==> src/rtl/rvfpm_result_buffer_pkg.sv <==
// Shared types for the rvfpm result side: buffered result entries and
// the per-ID commit state.
package pa_rvfpm;

    localparam int X_ID_WIDTH_C = 4;
    localparam int XLEN_C       = 32;
    localparam int FFLAGS_W     = 5;

    typedef enum logic [1:0] {
        CS_NONE   = 2'd0,
        CS_COMMIT = 2'd1,
        CS_KILL   = 2'd2
    } commit_state_e;

    typedef struct packed {
        logic [X_ID_WIDTH_C-1:0] id;
        logic [XLEN_C-1:0]       data;
        logic [4:0]              rd;
        logic                    we;
        logic [FFLAGS_W-1:0]     fflags;
    } result_entry_t;

endpackage

==> src/rtl/rvfpm_commit_table.sv <==
// Per-ID commit/kill state, written by the XIF commit interface and
// cleared when the matching result leaves the buffer.
module rvfpm_commit_table
    import pa_rvfpm::*;
#(
    parameter int X_ID_WIDTH = X_ID_WIDTH_C
) (
    input  logic                  ck,
    input  logic                  rst,
    input  logic                  wr_en,
    input  logic [X_ID_WIDTH-1:0] wr_id,
    input  logic                  wr_kill,
    input  logic                  clr_en,
    input  logic [X_ID_WIDTH-1:0] clr_id,
    input  logic [X_ID_WIDTH-1:0] rd_id,
    output logic [1:0]            rd_state
);

    localparam int N = 2 ** X_ID_WIDTH;

    commit_state_e tbl [N];

    // Write follows clear so a commit for a reused ID survives the pop.
    always_ff @(posedge ck) begin
        if (rst) begin
            for (int i = 0; i < N; i++) begin
                tbl[i] <= CS_NONE;
            end
        end else begin
            if (clr_en) begin
                tbl[clr_id] <= CS_NONE;
            end
            if (wr_en) begin
                tbl[wr_id] <= wr_kill ? CS_KILL : CS_COMMIT;
            end
        end
    end

    assign rd_state = tbl[rd_id];

endmodule

==> src/rtl/rvfpm_result_buffer.sv <==
// In-order FPU result FIFO that holds each result until its ID is
// committed (delivered on the XIF result port) or killed (dropped).
module rvfpm_result_buffer
    import pa_rvfpm::*;
#(
    parameter int X_ID_WIDTH = X_ID_WIDTH_C,
    parameter int XLEN       = XLEN_C,
    parameter int DEPTH      = 4
) (
    input  logic                       ck,
    input  logic                       rst,
    input  logic                       res_in_valid,
    output logic                       res_in_ready,
    input  logic [X_ID_WIDTH-1:0]      res_in_id,
    input  logic [XLEN-1:0]            res_in_data,
    input  logic [4:0]                 res_in_rd,
    input  logic                       res_in_we,
    input  logic [4:0]                 res_in_fflags,
    input  logic                       commit_valid,
    input  logic [X_ID_WIDTH-1:0]      commit_id,
    input  logic                       commit_kill,
    output logic                       result_valid,
    input  logic                       result_ready,
    output logic [X_ID_WIDTH-1:0]      result_id,
    output logic [XLEN-1:0]            result_data,
    output logic [4:0]                 result_rd,
    output logic                       result_we,
    output logic [4:0]                 result_fflags,
    output logic [$clog2(DEPTH):0]     count
);

    localparam int PW = $clog2(DEPTH);
    localparam int CW = PW + 1;

    result_entry_t mem [DEPTH];
    result_entry_t head;
    result_entry_t wdata;

    logic [PW-1:0] wptr;
    logic [PW-1:0] rptr;
    logic [CW-1:0] cnt;
    logic          push;
    logic          pop;
    logic          drop;
    logic          empty;
    logic [1:0]    hd_raw;
    commit_state_e hd_state;

    assign empty        = (cnt == '0);
    assign head         = mem[rptr];
    assign hd_state     = commit_state_e'(hd_raw);
    assign res_in_ready = !rst && (cnt < CW'(DEPTH));
    assign push         = res_in_valid && res_in_ready;

    always_comb begin
        result_valid = 1'b0;
        drop         = 1'b0;
        if (!empty) begin
            unique case (hd_state)
                CS_COMMIT: result_valid = 1'b1;
                CS_KILL:   drop         = 1'b1;
                default:   ;
            endcase
        end
    end

    assign pop = (result_valid && result_ready) || drop;

    assign wdata = '{
        id:     res_in_id,
        data:   res_in_data,
        rd:     res_in_rd,
        we:     res_in_we,
        fflags: res_in_fflags
    };

    always_ff @(posedge ck) begin
        if (push) begin
            mem[wptr] <= wdata;
        end
    end

    always_ff @(posedge ck) begin
        if (rst) begin
            wptr <= '0;
            rptr <= '0;
            cnt  <= '0;
        end else begin
            if (push) wptr <= wptr + PW'(1);
            if (pop)  rptr <= rptr + PW'(1);
            unique case ({push, pop})
                2'b10:   cnt <= cnt + CW'(1);
                2'b01:   cnt <= cnt - CW'(1);
                default: cnt <= cnt;
            endcase
        end
    end

    rvfpm_commit_table #(
        .X_ID_WIDTH(X_ID_WIDTH)
    ) u_table (
        .ck       (ck),
        .rst      (rst),
        .wr_en    (commit_valid),
        .wr_id    (commit_id),
        .wr_kill  (commit_kill),
        .clr_en   (pop),
        .clr_id   (head.id),
        .rd_id    (head.id),
        .rd_state (hd_raw)
    );

    assign result_id     = result_valid ? head.id     : '0;
    assign result_data   = result_valid ? head.data   : '0;
    assign result_rd     = result_valid ? head.rd     : '0;
    assign result_we     = result_valid ? head.we     : 1'b0;
    assign result_fflags = result_valid ? head.fflags : '0;
    assign count         = cnt;

endmodule
==> config.mk <==
export PLATFORM = sky130hd
export DESIGN_NAME = rvfpm_result_buffer
export DESIGN_NICKNAME = d
export VERILOG_FILES = /design/src/rtl/rvfpm_result_buffer_pkg.sv /design/src/rtl/rvfpm_commit_table.sv /design/src/rtl/rvfpm_result_buffer.sv
export SDC_FILE = /design/constraint.sdc
export NUM_CORES = 1
export LEC_CHECK = 0
export CAP_MARGIN = 20
export CORE_ASPECT_RATIO = 1.2
export CORE_UTILIZATION = 50
export CTS_CLUSTER_DIAMETER = 40
export DETAILED_ROUTE_END_ITERATION = 12
export PLACE_DENSITY = 0.72
export SETUP_SLACK_MARGIN = 0.3
export SLEW_MARGIN = 5
export SYNTH_ARGS = -nofsm -noshare
export SYNTH_HDL_FRONTEND = slang
export SYNTH_HIERARCHICAL = 1
export SYNTH_SLANG_ARGS = --single-unit
export TNS_END_PERCENT = 20
==> constraint.sdc <==
create_clock -name ck -period 4.9 [get_ports ck]
set_clock_uncertainty 0.2 [all_clocks]
set_input_delay 0.98 -clock ck [delete_from_list [all_inputs] [get_ports ck]]
set_output_delay 0.98 -clock ck [all_outputs]
set_load 0.03 [all_outputs]
==> metrics.csv <==
stage,metric,value,unit
global_route,GR Layer Usage met2,0.3508,
logic_synthesis,Mapped Nets,574,
cts,CTS tree,built,
logic_synthesis,asr flop ratio synth,0,
worst_setup_path,slowest CP cell,mux4_2,
global_route,GR Util All Layers,0.2003,
worst_setup_path,crit path DAT,3.26,ns
floorplan,Die H,152.4,µm
sta,final hold violation count,0,
cells_and_area,fraction of layout cells with a size suffix above 1,0.2750,
sta,post-route minimum period,4.443,ns
logic_synthesis,Synth Instances,511,
floorplan,# rows,54,
drt,initial drt markers,502,
global_route,gr busiest metal,met2,
placement,GPL Wtd Cong,0.8272,
worst_setup_path,kind of end point of the critical path,output port,
drt,1st-pass router iterations,4,
logic_synthesis,"count leader, synth",edfxtp_1,
cts,Root Buffer,clkbuf_16,
worst_setup_path,Max stage delay on crit path,0.54,ns
global_route,global-route met3 utilization,0.03371,
cells_and_area,area delta synth->final,23.63,%
worst_setup_path,Worst Path Required,3.72,ns
global_route,first-pass GRT wire length,29.51,mm
global_route,vias in the first global route,5447,
logic_synthesis,XOR/XNOR Fraction of Synth Area,0.002788,
cts,H-tree depth,1,
drt,Antenna Nets Post-Route,0,
sta,Max-slew headroom,0.3334,
cts,clock buffer depth,3,
drt,number of vias per cell,5.472,
drt,DR WL/cell,21.11,µm
logic_synthesis,Synth cell types,37,
cts,"Clk Latency, worst-skew pair",0.51,ns
global_route,initial antenna violation count,0,
sta,fmax,0.2251,GHz
worst_setup_path,crit path kind,register to output port,
sta,setup tns final,0,ns
global_route,met1 Usage GRT,0.2534,
floorplan,full die area,0.01941,mm²
worst_setup_path,CP Cell Sequence,"mux4_2, buf_4, mux4_2, a22oi_1, nand3_2, nor3b_4, buf_12, buf_12, and2_1, buf_4",
logic_synthesis,largest family of logic cells by synthesized area,multiplexers,
drt,vias,4947,
logic_synthesis,Post-synth top flop,edfxtp_1,
sta,fraction of the cycle the final worst path needs,0.9067,
power,VDD IR max,0.2971,mV
power,Leak,3.903,nW
worst_setup_path,CP startpoint kind,register,
logic_synthesis,Synth Area in Adders,0.008761,
logic_synthesis,multiplexer area fraction after synthesis,0.1350,
floorplan,I/O pins,109,
sta,Pins Over Slew Limit,0,
sta,# setup viols final,0,
sta,Worst Tran Pin Value,0.9967,ns
global_route,grt total ovfl,0,
status,run status,"complete, no violations",
logic_synthesis,Post-synth EDFFs,220,
cells_and_area,Nets,696,
worst_setup_path,worst-path maximum fanout,24,
drt,drt drc,0,
sta,RSZ-0062 raised after global routing,no,
logic_synthesis,YS warnings,6,
placement,DPL Wire Length,11.39,mm
sta,worst setup margin,0.4574,ns
logic_synthesis,top post-synthesis cells by count,"edfxtp_1, and2_1, mux4_2",
logic_synthesis,post-synthesis sequential area ratio,0.7200,
logic_synthesis,Synth Area per Inst,18.44,µm²
floorplan,die width,127.3,µm
logic_synthesis,compound-cell area share of the yosys netlist,0.005310,
placement,pre-CTS WS,0.5032,ns
job,max-cap viol count,0,
logic_synthesis,cell taking the most area after synthesis,edfxtp_1,
power,P per Cell Area,455.5,mW/mm²
cts,clock sink total,229,
global_route,largest net degree at the start of global routing,49,
cts,Worst-path clk slew,0.06,ns
logic_synthesis,simple logic cell fraction of the synthesized area,0.1073,
logic_synthesis,Synth Register Bits,229,
drt,total length of routed wires,19.09,mm
logic_synthesis,top post-synthesis cells by area,"edfxtp_1, mux4_2, and2_1",
placement,port bufs,108,
floorplan,core footprint,0.01831,mm²
logic_synthesis,Post-Syn Area,0.009425,mm²
logic_synthesis,Yosys top cell area share,0.7009,
floorplan,Initial Util,0.5148,
cts,Num CTS Buffers,26,
hold_path,Hold Path Class,register to register,
sequential cells by signal (all words and copies together), names as in the netlist, named ones only:
signal and cells:
rptr 2, wptr 2, u_table/tbl 32, mem 188, count 3
worst max-delay path: cells and delay by family (launching register included):
kind | cells | cell delay (ns)
AO/OA/AOI/OAI | 1 | 0.18
buffers and inverters | 4 | 0.65
flip-flops | 1 | 0.36
multiplexers | 2 | 0.97
AND/OR/NAND/NOR | 3 | 0.55
worst paths after layout:
kind	from	to	slack (ns)	depth (start not counted)
max	register	result_rd[0]	0.46	10
min	wptr[1]$_SDFFE_PP0P_	wptr[1]$_SDFFE_PP0P_	0.38	2
max reg2reg	register	count[2]$_SDFFE_PP0P_	0.97	14
min reg2reg	wptr[1]$_SDFFE_PP0P_	wptr[1]$_SDFFE_PP0P_	0.38	2
stage by stage:
stage | hold WS [ns] | power (mW) | utilization | instance area [µm²] | cells
floorplan | 0.3080 | 3.065 | - | 9425 | 511
global placement | 0.3245 | 3.386 | 0.5843 | 10700 | 851
CTS | 0.3753 | 5.317 | 0.6328 | 11590 | 901
global route | 0.3994 | 5.500 | 0.6363 | 11650 | 903
finish | 0.3790 | 5.308 | 0.6364 | 11650 | 904
detailed placement | 0.3623 | 3.409 | 0.5843 | 10700 | 851
per-layer routing:
layer / vias to the layer above / routed length, µm
li1: 2252 / -
met1: 2518 / 7435
met2: 147 / 10200
met3: 30 / 1091
met4: 0 / 356
met5: - / 0
layout by cell type, fill, tap and decap left out, types with 2 or more instances in the layout:
master / instances
and2_1: 63
clkinv_1: 2
buf_12: 8
clkinv_2: 3
mux2_2: 3
nand4bb_1: 4
clkbuf_1: 3
nand3_1: 2
clkinvlp_4: 4
dfxtp_1: 7
nor3_1: 19
or4b_1: 2
nor2_2: 2
buf_4: 54
xor2_1: 2
nand2_1: 5
bufinv_16: 2
nand3_2: 2
nor2_1: 31
nor2b_1: 3
nand2b_1: 5
mux4_2: 55
a21oi_1: 3
inv_1: 7
ha_1: 5
inv_6: 3
edfxtp_1: 220
nor4_1: 4
clkdlybuf4s50_1: 60
and2_2: 4
clkbuf_16: 28
or3_1: 17
logic make-up (layout without fill, tap and decap cells):
kind of cell | after synthesis | count (layout)
flip-flops | 229 | 229
AND/OR/NAND/NOR | 170 | 170
multiplexers | 58 | 58
buffers and inverters | 37 | 177
AO/OA/AOI/OAI | 8 | 8
adder cells (fa/ha/maj) | 6 | 6
XOR/XNOR | 3 | 3
other | 0 | 1
where the power goes:
part           switching, mW  internal, mW  total, mW
Clock                  0.765          1.12       1.88
Combinational          0.614         0.527       1.14
Sequential            0.0369          2.25       2.28
Total                   1.42          3.89       5.31
layout make-up:
type | instances | area [µm²]
multi-input cells | 245 | 2469
fillers | 1271 | 6658
clock buffers | 30 | 686.9
inverters | 7 | 26.28
flip-flops and latches | 229 | 6792
clock inverters | 16 | 158.9
repair buffers | 124 | 1202
well taps | 252 | 315.3
diodes | 1 | 2.502
repair_timing:
| item | in CTS | in global routing |
|---|---|---|
| buffers inserted | 4 | 1 |
| hold buffers | 0 | 0 |
| endpoints found under the setup margin | 48 | 34 |
| gates cloned | 0 | 1 |
| hold endpoints to repair | 0 | 0 |
| pin swaps | 0 | 2 |
| gates resized for setup | 3 | 4 |
Power figures use the tool's default switching activity.
